<file path="src/rtl/mem_access_ctrl.sv">
// mem_access_ctrl: memory-stage sequencer between the pipeline and a
// variable-latency data memory. A LD/ST/STU held in the memory stage is turned
// into a request/response exchange. The pipeline is stalled until the access
// completes, load data is captured, and the machine halts on an unaligned
// access or a memory timeout.
//
// Ports:
//   clk, rst           clock (rising edge), asynchronous active-high reset
//   req_valid/write    memory-stage request and direction (1 = store)
//   req_addr/wdata     byte address and store data
//   stall              freeze pipeline stages at and before memory
//   rdata              registered load data
//   done               one-cycle completion pulse
//   err                sticky error (unaligned or timeout), cleared by rst
//   mem_en/wr          memory request strobe and direction
//   mem_addr/wdata     registered request address and write data
//   mem_busy           memory cannot accept the request this cycle
//   mem_done/rdata     memory completion pulse and read data
module mem_access_ctrl #(
  parameter int unsigned TIMEOUT = 15,
  parameter int unsigned CNT_W   = 4
) (
  input  logic        clk,
  input  logic        rst,
  input  logic        req_valid,
  input  logic        req_write,
  input  logic [15:0] req_addr,
  input  logic [15:0] req_wdata,
  output logic        stall,
  output logic [15:0] rdata,
  output logic        done,
  output logic        err,
  output logic        mem_en,
  output logic        mem_wr,
  output logic [15:0] mem_addr,
  output logic [15:0] mem_wdata,
  input  logic        mem_busy,
  input  logic        mem_done,
  input  logic [15:0] mem_rdata
);

  typedef enum logic [2:0] {
    IDLE  = 3'd0,
    ISSUE = 3'd1,
    WAIT  = 3'd2,
    RESP  = 3'd3,
    HALT  = 3'd4
  } state_t;

  state_t             state_q, state_d;
  logic [CNT_W-1:0]   cnt_q, cnt_d;
  logic               err_q, err_d;
  logic [15:0]        rdata_q, rdata_d;
  logic               mem_wr_q, mem_wr_d;
  logic [15:0]        mem_addr_q, mem_addr_d;
  logic [15:0]        mem_wdata_q, mem_wdata_d;
  logic               stall_c;
  logic               done_c;
  logic               mem_en_c;
  logic               timeout_c;
  logic [CNT_W-1:0]   cnt_inc_c;

  assign timeout_c = (cnt_q == CNT_W'(TIMEOUT));
  // Saturating increment used in ISSUE and WAIT.
  assign cnt_inc_c = timeout_c ? cnt_q : cnt_q + CNT_W'(1);

  always_ff @(posedge clk or posedge rst) begin
    if (rst) begin
      state_q     <= IDLE;
      cnt_q       <= '0;
      err_q       <= 1'b0;
      rdata_q     <= '0;
      mem_wr_q    <= 1'b0;
      mem_addr_q  <= '0;
      mem_wdata_q <= '0;
    end else begin
      state_q     <= state_d;
      cnt_q       <= cnt_d;
      err_q       <= err_d;
      rdata_q     <= rdata_d;
      mem_wr_q    <= mem_wr_d;
      mem_addr_q  <= mem_addr_d;
      mem_wdata_q <= mem_wdata_d;
    end
  end

  always_comb begin
    state_d     = state_q;
    cnt_d       = cnt_q;
    err_d       = err_q;
    rdata_d     = rdata_q;
    mem_wr_d    = mem_wr_q;
    mem_addr_d  = mem_addr_q;
    mem_wdata_d = mem_wdata_q;
    stall_c     = 1'b0;
    done_c      = 1'b0;
    mem_en_c    = 1'b0;

    unique case (state_q)
      IDLE: begin
        stall_c = req_valid;
        if (req_valid) begin
          if (req_addr[0]) begin
            state_d = HALT;
            err_d   = 1'b1;
          end else begin
            mem_wr_d    = req_write;
            mem_addr_d  = req_addr;
            mem_wdata_d = req_wdata;
            cnt_d       = '0;
            state_d     = ISSUE;
          end
        end
      end
      ISSUE: begin
        stall_c  = 1'b1;
        mem_en_c = 1'b1;
        cnt_d    = cnt_inc_c;
        if (!mem_busy) begin
          state_d = WAIT;
        end else if (timeout_c) begin
          state_d = HALT;
          err_d   = 1'b1;
        end
      end
      WAIT: begin
        stall_c = 1'b1;
        cnt_d   = cnt_inc_c;
        // Completion is checked first so a mem_done on the timeout cycle wins.
        if (mem_done) begin
          if (!mem_wr_q) begin
            rdata_d = mem_rdata;
          end
          state_d = RESP;
        end else if (timeout_c) begin
          state_d = HALT;
          err_d   = 1'b1;
        end
      end
      RESP: begin
        done_c  = 1'b1;
        state_d = IDLE;
      end
      HALT: begin
        stall_c = 1'b1;
      end
      default: begin
        state_d = IDLE;
      end
    endcase
  end

  // stall is gated by rst so a held req_valid cannot keep the pipeline frozen
  // while reset is asserted; the other strobes decode from the reset state.
  assign stall     = stall_c & ~rst;
  assign done      = done_c;
  assign mem_en    = mem_en_c;
  assign err       = err_q;
  assign rdata     = rdata_q;
  assign mem_wr    = mem_wr_q;
  assign mem_addr  = mem_addr_q;
  assign mem_wdata = mem_wdata_q;

endmodule

</file>
<file path="config.mk">
export PLATFORM = sky130hd
export DESIGN_NAME = mem_access_ctrl
export DESIGN_NICKNAME = d
export VERILOG_FILES = /design/src/rtl/mem_access_ctrl.sv
export SDC_FILE = /design/constraint.sdc
export NUM_CORES = 1
export LEC_CHECK = 0
export BUFFER_PORTS_ARGS = -buffer_cell sky130_fd_sc_hd__buf_4
export CAP_MARGIN = 5
export CORE_MARGIN = 4
export CORE_UTILIZATION = 43
export DETAILED_ROUTE_END_ITERATION = 12
export GPL_ROUTABILITY_DRIVEN = 0
export GPL_TIMING_DRIVEN = 1
export PLACE_DENSITY = 0.76
export SYNTH_ARGS = -nofsm -noshare
export SYNTH_HDL_FRONTEND = slang
export SYNTH_SLANG_ARGS = --single-unit
</file>
<file path="constraint.sdc">
create_clock -name clk -period 1.7 [get_ports clk]
set_input_delay 0.425 -clock clk [delete_from_list [all_inputs] [get_ports clk]]
set_output_delay 0.425 -clock clk [all_outputs]
set_load 0.01 [all_outputs]
</file>
Yosys cells after proc, flatten, opt, wreduce, memory -nomap -nowiden
Cells that the tools add are included.
Widths: inputs -> output; s select.
{ "op_classes": {"add_sub_neg": 1, "eq_ne": 11, "muxes": 19, "n_bitwise": 5, "reduce_logical": 10} }
{ "op_table": {"columns": ["operator", "count"], "rows": [
  ["$mux 3", 5],
  ["$mux 4", 3],
  ["$ne 2x2->1 const B", 6],
  ["$pmux 3 s4", 1],
  ["$pmux 4 s2", 1],
  ["$mux 1", 7],
  ["$eq 3x2->1 const B", 2],
  ["$reduce_and 3->1", 2],
  ["$reduce_and 5->1", 1],
  ["$add 4x1->4 const B", 1],
  ["$eq 4x4->1 const B", 1],
  ["$not 1->1", 4],
  ["$reduce_and 4->1", 1],
  ["$eq 3x1->1 const B", 1],
  ["$eq 3x3->1 const B", 1],
  ["$logic_not 3->1", 1],
  ["$pmux 1 s3", 1],
  ["$reduce_bool 3->1", 1],
  ["$reduce_or 3->1", 1],
  ["$pmux 1 s2", 1],
  ["$reduce_and 2->1", 1],
  ["$reduce_bool 2->1", 1],
  ["$reduce_or 2->1", 1],
  ["$and 1x1->1", 1]
]} }
{ "word_totals": {"register_bits": 56, "inputBits": 54, "out_inout_bits": 53, "wordCells": 53} }

Depth between registers and ports, before layout
{ "logic_depth": {"word_depth": 4, "mapped_depth": 6, "mapped_depth_nobuf": 5} }

Worst setup path before layout
Ideal clock, no wire load.
{ "synth_path": {"path_kind": "reg2out", "from": "reg state_q[1]", "to": "out stall", "arrival_ns": 1.060, "required_ns": 1.275, "path_slack_ns": 0.215, "stages_incl_launch_ff": 6, "n_path_buf": 2, "cell_sequence": "dfrtp_1 > buf_6 > buf_4 > o21ai_0 > nand2_1 > a21oi_1"} }
{ "synth_between": {"elab_chain_len": 4, "word_cells_on_any_way": 7, "classes_between": "eq/ne (3); mux (1); bitwise (1); reduce/logical (2)"} }
{ "synth_rtl": {"columns": ["item", "line", "rtl"], "rows": [
  ["start, declared", "50", "state_t state_q, state_d;"],
  ["start signal, assigned", "77", "state_q <= state_d;"],
  ["$eq 3x2->1, or another cell as far along", "99", "unique case (state_q)"],
  ["$reduce_or 3->1 (no source line)", null, null],
  ["$pmux 1 s2 *", "99", null],
  ["$and 1x1->1 *", "155", "assign stall = stall_c & ~rst;"],
  ["end, declared", "29", "output logic stall,"]
]} }
Every way passes the cells marked *; elsewhere a longest branch is shown, timed or not.

Worst setup path after layout
{ "layout_path": {"from": "reg state_q[2]", "to": "out mem_en"} }
{ "layout_between": {"elab_chain_len": 2} }
{ "layout_rtl": {"columns": ["item", "line", "rtl"], "rows": [
  ["$eq 3x1->1", "99", null],
  ["$mux 1", "99", null],
  ["end, declared", "33", "output logic mem_en,"]
]} }
Every way passes these cells.

==> impl_metrics.py <==
metrics = {
    "worst_setup_path": {
        "cp.arrival_ns": 1.29,
        "cp_top_family": "flip-flops",
        "slowest_stage": "dfrtp_2",
        "critical_path_depth": 3,
        "end_kind": "output port",
        "crit_required_ns": 1.27,
        "path_class": "reg2out",
        "startpoint_type": "flop",
        "worstRegToRegCells": 6,
        "timing.rr.start": "state_q[2]",
        "worstPathCellList": "buf_6 -> nor3b_4 -> buf_4",
        "rrSetupSlack_ns": 0.10,
        "critical-path-max-stage-delay_ns": 0.49,
        "crit_buf_inv": 2,
        "crit_fanout": 6,
        "r2r_end": "cnt_q[0]",
    },
    "power_and_ir_drop": {
        "p_comb_share_pct": 6.4,
        "p_leak_uw": 0.00205,
        "intPower_uw": 1720,
        "p_switching_uw": 503,
        "p_clk_share_pct": 33.6,
        "ir_drop_mv": 0.392,
        "p_per_area_nw_per_um2": 618,
        "netSwitchingFraction_pct": 22.7,
        "pwr-share-seq_pct": 60.0,
        "power_uw": 2220,
    },
    "layout": {
        "final_area_um2": 3590,
        "area_delta_synth_final_pct": 41.5,
        "final_nets": 339,
        "seqCellArea_um2": 1410,
        "num_antenna_cells": 0,
        "nFillCells": 434,
        "mostFrequentLayoutCell": "buf_4",
        "layout_common_cells": "112 x buf_4, 53 x dfrtp_1, 38 x mux2_4",
        "multi_input_area_um2": 1050,
        "drive_gt1_share_pct": 67.0,
    },
    "routing": {
        "routed-via-count": 1702,
        "detail-route-antenna-nets": 0,
        "drc_errors": 0,
        "vias_per_cell": 4.77,
        "drt_pass1_iterations": 4,
        "wl_per_cell_um": 15.5,
        "first_iter_violations": 60,
        "wl_mm": 5.53,
    },
    "yosys": {
        "async_flop_share_pct": 100,
        "ys_ff_latch": 56,
        "syn_inst": 168,
        "avgSynthCellArea_um2": 15.1,
        "synth_area_um2": 2540,
        "synth_flop_cell": "dfrtp_1",
        "synth-edff-count": 0,
        "syn_nets": 223,
        "yosysSeqAreaShare_pct": 55.2,
        "yosysUniqueCellTypes": 34,
        "ys_warn_count": 0,
    },
    "global_route": {
        "grt_pass1_wl_mm": 9.20,
        "antenna_found_initial": 0,
        "grt_max_degree": 48,
        "grt_pass1_vias": 1896,
        "gr-usage-all-layers_pct": 15.9,
        "grt-ovfl-total": 0,
    },
    "place": {
        "port_buffers": 105,
        "place_area_um2": 3410,
        "dp_hpwl_mm": 4.11,
    },
    "floorplan": {
        "start_util_pct": 45.3,
        "top_level_ports": 107,
        "dieArea_um2": 7200,
        "die_x_um": 84.8,
        "fp.dieH_um": 84.8,
        "rows": 27,
        "coreArea_um2": 5610,
    },
    "timing": {
        "fmax_mhz": 584,
        "fin_crit_sh_pct": 101,
        "hold_violations": 0,
        "fin_tns_setup_ns": -0.0115,
        "rsz0062_at_grt": "yes",
        "fin_ws_ns": -0.0115,
        "slew_viol_final": 0,
        "finClkSkew_ns": 0.00735,
        "period_minus_slack_ns": 1.71,
        "setup_violations": 1,
    },
    "clocking": {
        "cts_tree": "yes",
        "cts.sinks": 56,
        "clockBufferDepth": 2,
        "root_buffer": "clkbuf_8",
        "clkLatencyLatePin_ns": 0.31,
        "htreeDepth": 2,
        "cts_made_buffers": 5,
        "clkTransAtPathRegs_ns": 0.10,
    },
    "run_status": {
        "violations": "setup timing",
        "status": "finished with violations",
    },
    "worst_hold_path": {
        "hold_path_class": "in2async",
    },
    "job": {
        "maxCapViolCount": 0,
    },
}
per-stage QoR:
stage / setup WS (ns) / utilization, % / instances / hold WS (ns)
after detailed placement: 0.139 / 60.8 / 343 / 0.400
after global routing: -0.0548 / 64.1 / 357 / 0.0753
after floorplan: 0.215 / - / 168 / 0.505
after global placement: 0.166 / 60.8 / 343 / 0.397
final: -0.0115 / 64.1 / 357 / 0.0615
after CTS: -0.00543 / 63.3 / 355 / 0.0615
worst max-delay path by stage:
| stage | endpoint | startpoint |
|---|---|---|
| finish | mem_en | state_q[2] |
| global route | mem_en | state_q[2] |
| CTS | mem_en | state_q[2] |
| detailed placement | rdata[2] | state_q[0] |
| global placement | cnt_q[3] | req_valid |
| floorplan | stall | state_q[1] |
kinds of logic (layout without fill, tap and decap cells):
family	after synthesis	count (layout)	share of synthesized area, %
DFF	56	56	55.2
adders and majority gates	1	1	0.493
AOI/OAI and AO/OA	20	20	5.32
muxes	49	49	27.4
buffers and inverters	13	130	4.04
and+or+nand+nor	27	27	6.80
xor gates and xnor gates	1	1	0.641
other	1	1	0.148
metal layers:
layer  wire, um  up-vias  GRT usage (%)  share of wire, %
li1           -      814              -                 -
met1       2320      812           19.6                42
met2       2770       69           27.3                50
met3        348        7           4.08               6.3
met4         87        0           5.18               1.6
met5          0        -              0                 0
synthesized netlist by cell type, types with 2 or more instances:
| master | number | area share (%) |
|---|---|---|
| nand3_1 | 2 | 0.39 |
| nor2b_1 | 2 | 0.49 |
| nand4_1 | 2 | 0.49 |
| mux2_4 | 38 | 22 |
| inv_1 | 4 | 0.59 |
| o21ai_0 | 4 | 0.79 |
| mux2_2 | 11 | 4.9 |
| buf_4 | 2 | 0.59 |
| buf_6 | 6 | 2.7 |
| dfrtp_1 | 56 | 55 |
| and3_1 | 2 | 0.49 |
| a21o_1 | 2 | 0.59 |
| nor2_1 | 5 | 0.74 |
| a21oi_1 | 5 | 0.99 |
| nand2_1 | 8 | 1.2 |
cell type report:
class | count | share of cell area (%)
clock inverter | 3 | 0.627
timing repair buffer | 118 | 26.0
clock buffer | 5 | 1.92
inverter | 4 | 0.522
sequential | 56 | 39.1
multi-input combinational | 99 | 29.3
tap | 72 | 2.51
power groups by stage:
stage | Sequential, uW | Combinational [uW] | Clock [uW]
after floorplan | 1360 | 31.7 | 0
after global placement | 1360 | 141 | 0
after detailed placement | 1360 | 145 | 0
after CTS | 1330 | 146 | 764
after global routing | 1330 | 158 | 820
final | 1330 | 143 | 745
repair_timing:
| item | in CTS | in global routing |
|---|---|---|
| setup buffers | 4 | 2 |
| pin swaps | 2 | 2 |
| hold buffers | 0 | 0 |
| endpoints found under the setup margin | 3 | 10 |
| gates resized for setup | 8 | 3 |
registers in the layout, indices dropped and copies added, names as in the netlist:
name and flops:
state_q 3, rdata 16, err 1, mem_wr 1, cnt_q 4, mem_addr 15, mem_wdata 16
Note: power is estimated with default switching activity, not from simulation.
